`src/rtl/mac_sequencer.sv`:
```
// Purpose : control sequencer for a pipelined multiply-accumulate datapath (new_sum / weight address / zero mask / out_vld).
// Latency : control outputs combinational with the accepted beat; out_vld/out_ch ACC_LAT cycles after a channel's last beat.
// Backpressure: in_rdy high only in RUN; stalls (in_vld low) hold the counters and force w_zero so the sum is unchanged.
module mac_sequencer #(
    parameter  int NUM_CYC = 32,
    parameter  int NUM_OUT = 4,
    parameter  int ACC_LAT = 6,
    localparam int CYC_W   = ($clog2(NUM_CYC) < 1) ? 1 : $clog2(NUM_CYC),
    localparam int CH_W    = ($clog2(NUM_OUT) < 1) ? 1 : $clog2(NUM_OUT),
    localparam int ADDR_W  = ($clog2(NUM_CYC * NUM_OUT) < 1) ? 1 : $clog2(NUM_CYC * NUM_OUT)
) (
    input  logic              i_clk,
    input  logic              i_rst_n,
    input  logic              i_start,
    input  logic              i_in_vld,
    output logic              o_in_rdy,
    output logic              o_new_sum,
    output logic              o_w_zero,
    output logic [ADDR_W-1:0] o_w_addr,
    output logic              o_out_vld,
    output logic [CH_W-1:0]   o_out_ch,
    output logic              o_frame_done,
    output logic              o_busy
);

    typedef enum logic [1:0] {
        ST_IDLE  = 2'd0,
        ST_RUN   = 2'd1,
        ST_DRAIN = 2'd2
    } state_t;

    state_t            r_state;
    state_t            w_state_nxt;
    logic [CYC_W-1:0]  r_cyc;
    logic [CH_W-1:0]   r_ch;
    logic [ACC_LAT-1:0] r_sr_vld;
    logic [CH_W-1:0]   r_sr_ch [ACC_LAT];

    logic              w_accept;
    logic              w_last_beat;
    logic              w_last_ch;
    logic [ACC_LAT-1:0] w_sr_rest;

    assign w_accept    = i_in_vld & (r_state == ST_RUN);
    assign w_last_beat = (r_cyc == CYC_W'(NUM_CYC - 1));
    assign w_last_ch   = (r_ch == CH_W'(NUM_OUT - 1));

    // Pending markers other than the one currently presented at the output stage.
    always_comb begin
        w_sr_rest            = r_sr_vld;
        w_sr_rest[ACC_LAT-1] = 1'b0;
    end

    // State register.
    always_ff @(posedge i_clk) begin
        if (!i_rst_n) begin
            r_state <= ST_IDLE;
        end else begin
            r_state <= w_state_nxt;
        end
    end

    // Next state: leave DRAIN once the sum now at the output is the last one in flight.
    always_comb begin
        w_state_nxt = r_state;
        case (r_state)
            ST_IDLE:  if (i_start) w_state_nxt = ST_RUN;
            ST_RUN:   if (w_accept && w_last_beat && w_last_ch) w_state_nxt = ST_DRAIN;
            ST_DRAIN: if (w_sr_rest == '0) w_state_nxt = ST_IDLE;
            default:  w_state_nxt = ST_IDLE;
        endcase
    end

    // Beat and channel counters; they only move on an accepted beat and wrap to 0 at frame end.
    always_ff @(posedge i_clk) begin
        if (!i_rst_n) begin
            r_cyc <= '0;
            r_ch  <= '0;
        end else if (w_accept) begin
            if (w_last_beat) begin
                r_cyc <= '0;
                r_ch  <= w_last_ch ? '0 : r_ch + CH_W'(1);
            end else begin
                r_cyc <= r_cyc + CYC_W'(1);
            end
        end
    end

    // Latency tracker: a channel-end marker enters on its last beat and emerges ACC_LAT cycles later.
    always_ff @(posedge i_clk) begin
        if (!i_rst_n) begin
            r_sr_vld <= '0;
            for (int i = 0; i < ACC_LAT; i++) r_sr_ch[i] <= '0;
        end else begin
            r_sr_vld[0] <= w_accept & w_last_beat;
            r_sr_ch[0]  <= r_ch;
            for (int i = 1; i < ACC_LAT; i++) begin
                r_sr_vld[i] <= r_sr_vld[i-1];
                r_sr_ch[i]  <= r_sr_ch[i-1];
            end
        end
    end

    assign o_in_rdy     = (r_state == ST_RUN);
    assign o_new_sum    = w_accept & (r_cyc == '0);
    assign o_w_zero     = ~w_accept;
    assign o_w_addr     = ADDR_W'(r_ch * NUM_CYC + r_cyc);
    assign o_out_vld    = r_sr_vld[ACC_LAT-1];
    assign o_out_ch     = r_sr_ch[ACC_LAT-1];
    assign o_frame_done = o_out_vld & (o_out_ch == CH_W'(NUM_OUT - 1));
    assign o_busy       = (r_state != ST_IDLE);

endmodule

```
`config.mk`:
```
export PLATFORM = sky130hd
export DESIGN_NAME = mac_sequencer
export DESIGN_NICKNAME = d
export VERILOG_FILES = /design/src/rtl/mac_sequencer.sv
export SDC_FILE = /design/constraint.sdc
export NUM_CORES = 1
export LEC_CHECK = 0
export BUFFER_PORTS_ARGS = -buffer_cell sky130_fd_sc_hd__buf_4
export CAP_MARGIN = 25
export CORE_MARGIN = 3
export CORE_UTILIZATION = 35
export DETAILED_ROUTE_END_ITERATION = 6
export HOLD_SLACK_MARGIN = 0.05
export PLACE_DENSITY = 0.57
export SKIP_LAST_GASP = 1
export SLEW_MARGIN = 10
export SYNTH_ARGS = -nofsm -noshare
export SYNTH_HDL_FRONTEND = slang
export SYNTH_SLANG_ARGS = --single-unit
```
`constraint.sdc`:
```
create_clock -name i_clk -period 2.2 [get_ports i_clk]
set_clock_uncertainty 0.2 [all_clocks]
set_input_delay 0.22 -clock i_clk [delete_from_list [all_inputs] [get_ports i_clk]]
set_output_delay 0.22 -clock i_clk [all_outputs]
set_load 0.005 [all_outputs]
```
==> results.toml, run 1 <==
[run_status]
outcome = "finished clean"

[placement]
post-place-cells = 139
io_buffer_count = 18
gp_congestion = 0.7330
dp_hpwl_um = 1124
place_area_um2 = 1136

[detailed_routing]
drt_wl_total_um = 1621
via_per_inst = 4.931
drt-initial-drc-count = 13
vias = 715
dr.pass1.iters = 2
drc = 0
ant_nets = 0
wl_per_cell_um = 11.18

[floorplan]
initial_core_util_pct = 38.26
pin_count = 19
coreArea_um2 = 2567
fp.dieH_um = 58.98
die_area_um2 = 3478
rows = 18
die_w_um = 58.98

[yosys]
ys_top_cells_by_area = "dfxtp_1 (55%), and2_1 (11%), ha_1 (5.1%)"
ys_seq_elements = 27
synthDistinctLibCells = 28
synth_ff_type = "dfxtp_1"
syn_nets = 103
synth_area_um2 = 982.2
synth_area_leader_cell = "dfxtp_1"
syn-mean-instance-area_um2 = 10.34
synth_top_area_share_pct = 55.03
synth-edff-count = 0
synth_most_common_cell = "dfxtp_1"
async_reset_ff_share_pct = 0
synth_common_cells = "dfxtp_1 (27), and2_1 (17), nand2_1 (7)"
synthCells = 95
ys_warn_count = 0
synth.yosys.seq_area_share_pct = 55.03

[clocking]
htree_num_levels = 1
insertion_delay_ns = 0.32
cts_sinks = 27
cts_buffer_depth = 2
post_cts_buffers = 0
root_buffer = "clkbuf_4"
cts_buffers = 3
path_clk_slew_ns = 0.14
cts_tree = "yes"

[global_routing]
grt_max_degree = 30
grt_pass1_vias = 696
grt_first_pass_wirelength_um = 2891
track_usage_pct = 10.65
gr-total-overflow = 0
antenna_found_initial = 0

[cells_and_area]
nNetsFinal = 124
syn2layout_area_growth_pct = 21.02
drive_gt1_share_pct = 21.74
diodes = 0
fillerInstances = 258
postLayoutCellArea_um2 = 1189
instances_no_fill = 145

[sta]
fin_tns_setup_ns = 0
grt_setup_unrepaired = "no"
maxSlewViolCount = 0
setup_viol = 0
finalHoldViolCount = 0
min_period_over_period_pct = 94.58
tightestPinTransition_ns = 0.4552
post-route-min-period_ns = 2.081
relSlewSlack_pct = 69.65
fmax_mhz = 480.6

[pwr]
leakage_nw = 0.5224
vdd_drop_max_mv = 0.3833
powerDensity_nw_per_um2 = 630.3

[min_path]
hp-class = "input port to flip-flop"

[worst_setup_path]
cp-end-kind = "output port"
cp.arrival_ns = 1.66
start_kind = "flip-flop"
cp.required_ns = 1.78
reg2reg_slack_ns = 0.23
critPathKind = "flip-flop to output port"
path_max_fanout = 10

[run]
maxCapViolCount = 0
[power by group]
group / leakage, nW / internal (mW) / switching [mW] / total (mW)
registers: 0.218 / 0.492 / 0.00372 / 0.496
clock network: 0.0139 / 0.0694 / 0.141 / 0.210
logic: 0.291 / 0.0218 / 0.0211 / 0.0429
total: 0.522 / 0.583 / 0.166 / 0.749
[path summary, 6_finish.rpt]
kind	cells past startpoint	start	to
max	4	r_state[1]	o_new_sum
min	3	i_in_vld	r_cyc[0]
max reg2reg	6	r_cyc[1]	r_ch[0]
min reg2reg	1	r_sr_ch[2][0]	r_sr_ch[3][0]
[sequential cells by signal (all words and copies together) (netlist names)]
name,flops
r_sr_vld,6
r_ch,2
r_sr_ch,12
r_cyc,5
r_state,2
[layout make-up]
cell class	instances	area, um^2	share of cell area, %
Sequential cell	27	540.5	45.47
Multi-Input combinational cell	58	394.1	33.16
Timing Repair Buffer	21	162.7	13.68
Tap cell	30	37.54	3.158
Inverter	5	23.77	2.000
Clock buffer	3	22.52	1.895
Clock inverter	1	7.507	0.6316
[logic make-up after synthesis]
| kind of cell | share of synthesized area [%] |
|---|---|
| adder cells (fa/ha/maj) | 5.096 |
| XOR/XNOR | 0.8919 |
| buffers and inverters | 5.095 |
| flip-flops | 55.03 |
| AND/OR/NAND/NOR | 25.10 |
| AO/OA/AOI/OAI | 8.791 |
[cells in the final DEF (no fill, tap or decap), types with 3 or more instances in the layout]
cell	Yosys	routed
clkbuf_4	0	3
nand2_1	7	7
ha_1	4	3
a21boi_0	4	4
dfxtp_1	27	27
buf_4	0	19
inv_1	4	4
and2_1	17	17
and3_1	4	4
[metrics by stage]
| stage | setup WS (ns) | power (mW) | utilization, % | hold WS [ns] |
|---|---|---|---|---|
| 4_1_cts | 0.1124 | 0.7650 | 46.20 | 0.1138 |
| 6_report | 0.1192 | 0.7492 | 46.30 | 0.1312 |
| 3_3_place_gp | 0.3204 | 0.5471 | 44.25 | 0.2141 |
| 5_1_grt | 0.02203 | 0.7905 | 46.30 | 0.1501 |
| 2_1_floorplan | 0.2347 | 0.5307 | - | 0.2119 |
| 3_5_place_dp | 0.2345 | 0.5473 | 44.25 | 0.2211 |
[worst max-delay path: stages (launching register included)]
cell and delay (ns):
dfxtp_1 0.37, and3b_1 0.51, inv_6 0.06, nor4_1 0.24, buf_4 0.16
[routing by layer]
layer / wire [um] / track usage [%] / part of all wire [%]
met1: 805 / 12.69 / 50
met2: 720 / 18.45 / 44
met3: 80 / 3.922 / 4.9
met4: 15 / 1.942 / 0.93
met5: 0 / 0 / 0
[timing repair]
item | in CTS | in global routing
setup endpoints to repair | 0 | 1
hold buffers | 2 | 0
gates resized for setup | 0 | 1
hold endpoints to repair | 2 | 0
Note: power is estimated with default switching activity, not from simulation.
==> run 2, diff against run 1 <==
BUFFER_PORTS_ARGS = -buffer_cell sky130_fd_sc_hd__buf_2   (was -buffer_cell sky130_fd_sc_hd__buf_4)
==> run 2 against run 1 <==
Net effect: final cell count unchanged; die area unchanged; first-iteration DRC count shrank 23%; design area shrank 3.9%; largest power group unchanged.
==> results.toml, run 2 (synthesis results as in run 1) <==
[clocking]
path_clk_slew_ns = 0.14
cts_sinks = 27
cts_buffer_depth = 2
post_cts_buffers = 0
insertion_delay_ns = 0.32
cts_buffers = 3
cts_tree = "yes"
root_buffer = "clkbuf_4"
htree_num_levels = 1

[floorplan]
coreArea_um2 = 2567
initial_core_util_pct = 38.26
rows = 18
fp.dieH_um = 58.98
die_w_um = 58.98
pin_count = 19
die_area_um2 = 3478

[sta]
fmax_mhz = 502.7
finalHoldViolCount = 0
relSlewSlack_pct = 74.58
post-route-min-period_ns = 1.989
fin_tns_setup_ns = 0
grt_setup_unrepaired = "no"
min_period_over_period_pct = 90.42
setup_viol = 0
worst_hold_slack_ns = 0.1297
maxSlewViolCount = 0
tightestPinTransition_ns = 0.3813

[cells_and_area]
fillerInstances = 259
diodes = 0
final_cell_mix = "dfxtp_1 (26), buf_2 (18), and2_1 (17)"
nNetsFinal = 124
layout_commonest_cell = "dfxtp_1"
drive_gt1_share_pct = 23.48
regArea_um2 = 541.8
multi_input_area_um2 = 394.1
syn2layout_area_growth_pct = 16.31
instances_no_fill = 145
top_register = "r_sr_ch"
largest_reg_flops = 12
reg.largest.list = "r_sr_ch: 12 flops, r_sr_vld: 6 flops, r_cyc: 5 flops"

[worst_setup_path]
r2r-end = "r_ch[0]"
cp.required_ns = 1.78
rr_worst_depth = 6
cp-end-kind = "output port"
worstReg2RegStart = "r_cyc[0]"
critPathKind = "flip-flop to output port"
reg2reg_slack_ns = 0.28
cp.arrival_ns = 1.57
path_max_fanout = 6
start_kind = "flip-flop"

[min_path]
hp-start = "i_rst_n"
holdPathEnd = "r_cyc[1]"
hp-class = "input port to flip-flop"
holdPathStages = 2

[detailed_routing]
drt_wl_total_um = 1659
wl_per_cell_um = 11.44
via_per_inst = 4.862
dr.pass1.iters = 3
vias = 705
ant_nets = 0
drt-initial-drc-count = 10
drc = 0

[global_routing]
track_usage_pct = 11.20
grt_first_pass_wirelength_um = 3015
antenna_found_initial = 0
grt_max_degree = 30
gr-total-overflow = 0
grt_pass1_vias = 669

[pwr]
cellInternalPower_mw = 0.5787
p_switching_mw = 0.1682
powerDensity_nw_per_um2 = 653.8
vdd_drop_max_mv = 0.4402
clockPowerShare_pct = 28.5
combPwrFrac_pct = 5.1
p_sw_share_pct = 22.52
leakage_nw = 0.5198
share_seq_of_total_power_pct = 66.4

[placement]
post-place-cells = 140
gp_congestion = 0.7273
io_buffer_count = 18
dp_hpwl_um = 1174

[run]
maxCapViolCount = 0

[run_status]
outcome = "finished clean"
==> run 2: worst max-delay path, cell delays in order (launching register included) <==
cell,delay [ns]
dfxtp_1,0.38
and3b_1,0.43
inv_6,0.06
nor4_1,0.23
buf_2,0.16
==> run 2: how the worst max path moves through the flow <==
stage / start / end
detailed placement: r_cyc[1] / r_ch[0]
floorplan: r_cyc[1] / r_ch[0]
global route: r_cyc[0] / r_ch[0]
global placement: r_cyc[1] / r_ch[0]
finish: r_state[1] / o_new_sum
CTS: r_cyc[1] / r_ch[0]
==> run 2: timing repair <==
item,in CTS,in global routing
hold buffers,1,0
gates resized for setup,0,2
setup endpoints to repair,0,1
hold endpoints to repair,1,0
==> run 2: per-layer routing <==
metal | wire length (um) | GRT usage (%) | share of wire, %
met1 | 863 | 15.81 | 52
met2 | 713 | 16.72 | 43
met3 | 66 | 3.922 | 4.0
met4 | 15 | 1.942 | 0.90
met5 | 0 | 0 | 0
==> run 2: layout make-up <==
class,instances,share of cell area [%]
multi-input cells,58,34.50
inverters,5,2.081
clock buffers,3,1.972
flip-flops and latches,27,47.43
well taps,30,3.286
clock inverters,1,0.6572
repair buffers,21,10.08
==> run 2: power groups by stage <==
stage | clock network [mW] | registers, mW | logic, mW
after global placement | 0 | 0.506 | 0.0373
after CTS | 0.222 | 0.496 | 0.0390
after global routing | 0.244 | 0.497 | 0.0437
after floorplan | 0 | 0.506 | 0.0246
final | 0.213 | 0.496 | 0.0380
after detailed placement | 0 | 0.506 | 0.0375
==> run 2: per-stage QoR <==
step	util (%)	setup WS, ns	instance area [um^2]	power (mW)
2_1_floorplan	-	0.2347	982.2	0.5307
5_1_grt	44.49	0.05359	1142	0.7845
6_report	44.49	0.2107	1142	0.7469
3_3_place_gp	42.79	0.3096	1099	0.5435
3_5_place_dp	42.79	0.2117	1099	0.5440
4_1_cts	44.35	0.1950	1139	0.7574
==> run 3, diff against run 2 <==
==> constraint.sdc (replaced) <==
create_clock -name i_clk -period 2.2 [get_ports i_clk]
set_clock_uncertainty 0.2 [all_clocks]
set_input_delay 0.44 -clock i_clk [delete_from_list [all_inputs] [get_ports i_clk]]
set_output_delay 0.44 -clock i_clk [all_outputs]
set_load 0.005 [all_outputs]
==> run 3 against run 2 <==
Net effect: count of clock-buffer cells in the layout stayed put; largest power group unchanged; utilization down 0.24 points; critical endpoint unchanged; maximum frequency fell by 1.1%; register-to-register slack worse by 0.07 ns; total power fell by 0.45%; critical path type unchanged.
==> results.toml, run 3 (synthesis results as in run 1) <==
[sta]
post-route-min-period_ns = 2.012
setup_viol = 0
min_period_over_period_pct = 91.44
finalHoldViolCount = 0
grt_setup_unrepaired = "no"
maxSlewViolCount = 0
fin_tns_setup_ns = 0
tightestPinTransition_ns = 0.3882
fmax_mhz = 497.1
relSlewSlack_pct = 74.12

[clocking]
insertion_delay_ns = 0.32
cts_buffer_depth = 2
cts_tree = "yes"
htree_num_levels = 1
path_clk_slew_ns = 0.14
cts_hold_buf = 0
root_buffer = "clkbuf_4"
cts_buffers = 3
ctsResizeCount = 0
post_cts_buffers = 0
cts_sinks = 27

[cells_and_area]
nNetsFinal = 123
final_cell_mix = "dfxtp_1 (27), buf_2 (18), and2_1 (17)"
diodes = 0
syn2layout_area_growth_pct = 15.67
top_register = "r_sr_ch"
drive_gt1_share_pct = 23.68
reg.largest.list = "r_sr_ch: 12 flops, r_sr_vld: 6 flops, r_cyc: 5 flops"
largest_reg_flops = 12
instances_no_fill = 144
postLayoutCellArea_um2 = 1136
layout_commonest_cell = "dfxtp_1"
fillerInstances = 274
regArea_um2 = 540.5
multi_input_area_um2 = 399.1

[detailed_routing]
wl_per_cell_um = 11.57
dr_wl_met2_um = 738
ant_nets = 0
via_per_inst = 4.868
drc = 0
dr.max_layer_used = "met4"
m1WireLength_um = 821
drt-initial-drc-count = 8
drt_wl_total_um = 1666
dr_wl_met3_um = 93
dr.pass1.iters = 3
vias = 701

[worst_setup_path]
cp-end-kind = "output port"
path_max_fanout = 6
cp.arrival_ns = 1.37
cp.required_ns = 1.56
start_kind = "flip-flop"
critPathKind = "flip-flop to output port"

[floorplan]
coreArea_um2 = 2567
die_w_um = 58.98
die_area_um2 = 3478
pin_count = 19
initial_core_util_pct = 38.26
fp.dieH_um = 58.98
rows = 18

[placement]
post-place-cells = 140
place_area_um2 = 1099
gp_congestion = 0.6971
io_buffer_count = 18
dp_hpwl_um = 1204

[global_routing]
antenna_found_initial = 0
grt_first_pass_wirelength_um = 3042
grt_pass1_vias = 677
track_usage_pct = 11.34
gr-total-overflow = 0
grt_max_degree = 30

[pwr]
p_total_mw = 0.7435
vdd_drop_max_mv = 0.5127
leakage_nw = 0.5192
powerDensity_nw_per_um2 = 654.5

[run_status]
outcome = "finished clean"

[min_path]
hp-class = "input port to flip-flop"

[run]
maxCapViolCount = 0
==> run 3: worst max-delay path, cell delays in order, from the launching register on <==
cell	delay (ns)
dfxtp_1	0.38
and3b_2	0.30
inv_6	0.05
nor4_2	0.19
buf_2	0.14
==> run 3: power by group <==
part	total [mW]	internal [mW]	switching, mW
logic	0.0380	0.0164	0.0216
clock network	0.210	0.0694	0.140
registers	0.496	0.492	0.00361
==> run 3: stage by stage <==
step / setup slack (ns) / util, % / hold WS [ns]
finish: 0.1882 / 44.25 / 0.2357
detailed placement: 0.2574 / 42.79 / 0.2190
floorplan: 0.2347 / - / 0.2119
global route: 0.06095 / 44.25 / 0.2605
global placement: 0.3769 / 42.79 / 0.2128
CTS: 0.09355 / 43.96 / 0.2321
==> run 3: final cells by class <==
class | count | share of cell area [%]
inverters | 5 | 2.093
well taps | 30 | 3.304
clock buffers | 3 | 1.982
flip-flops and latches | 27 | 47.58
multi-input cells | 58 | 35.13
clock inverters | 1 | 0.6608
repair buffers | 20 | 9.251
==> run 3: final timing paths <==
| kind | cells past startpoint | slack, ns | to | from |
|---|---|---|---|---|
| setup reg to reg | 6 | 0.21 | r_ch[0] | r_cyc[1] |
| hold reg to reg | 1 | 0.25 | r_sr_ch[2][1] | r_sr_ch[1][1] |
| setup / recovery | 4 | 0.19 | o_new_sum | r_state[1] |
| hold / removal | 3 | 0.24 | r_state[0] | i_start |
==> run 3: layer usage <==
metal | GRT usage (%) | up-vias
li1 | - | 358
met1 | 15.43 | 326
met2 | 17.19 | 15
met3 | 3.922 | 2
met4 | 2.913 | 0
met5 | 0 | -
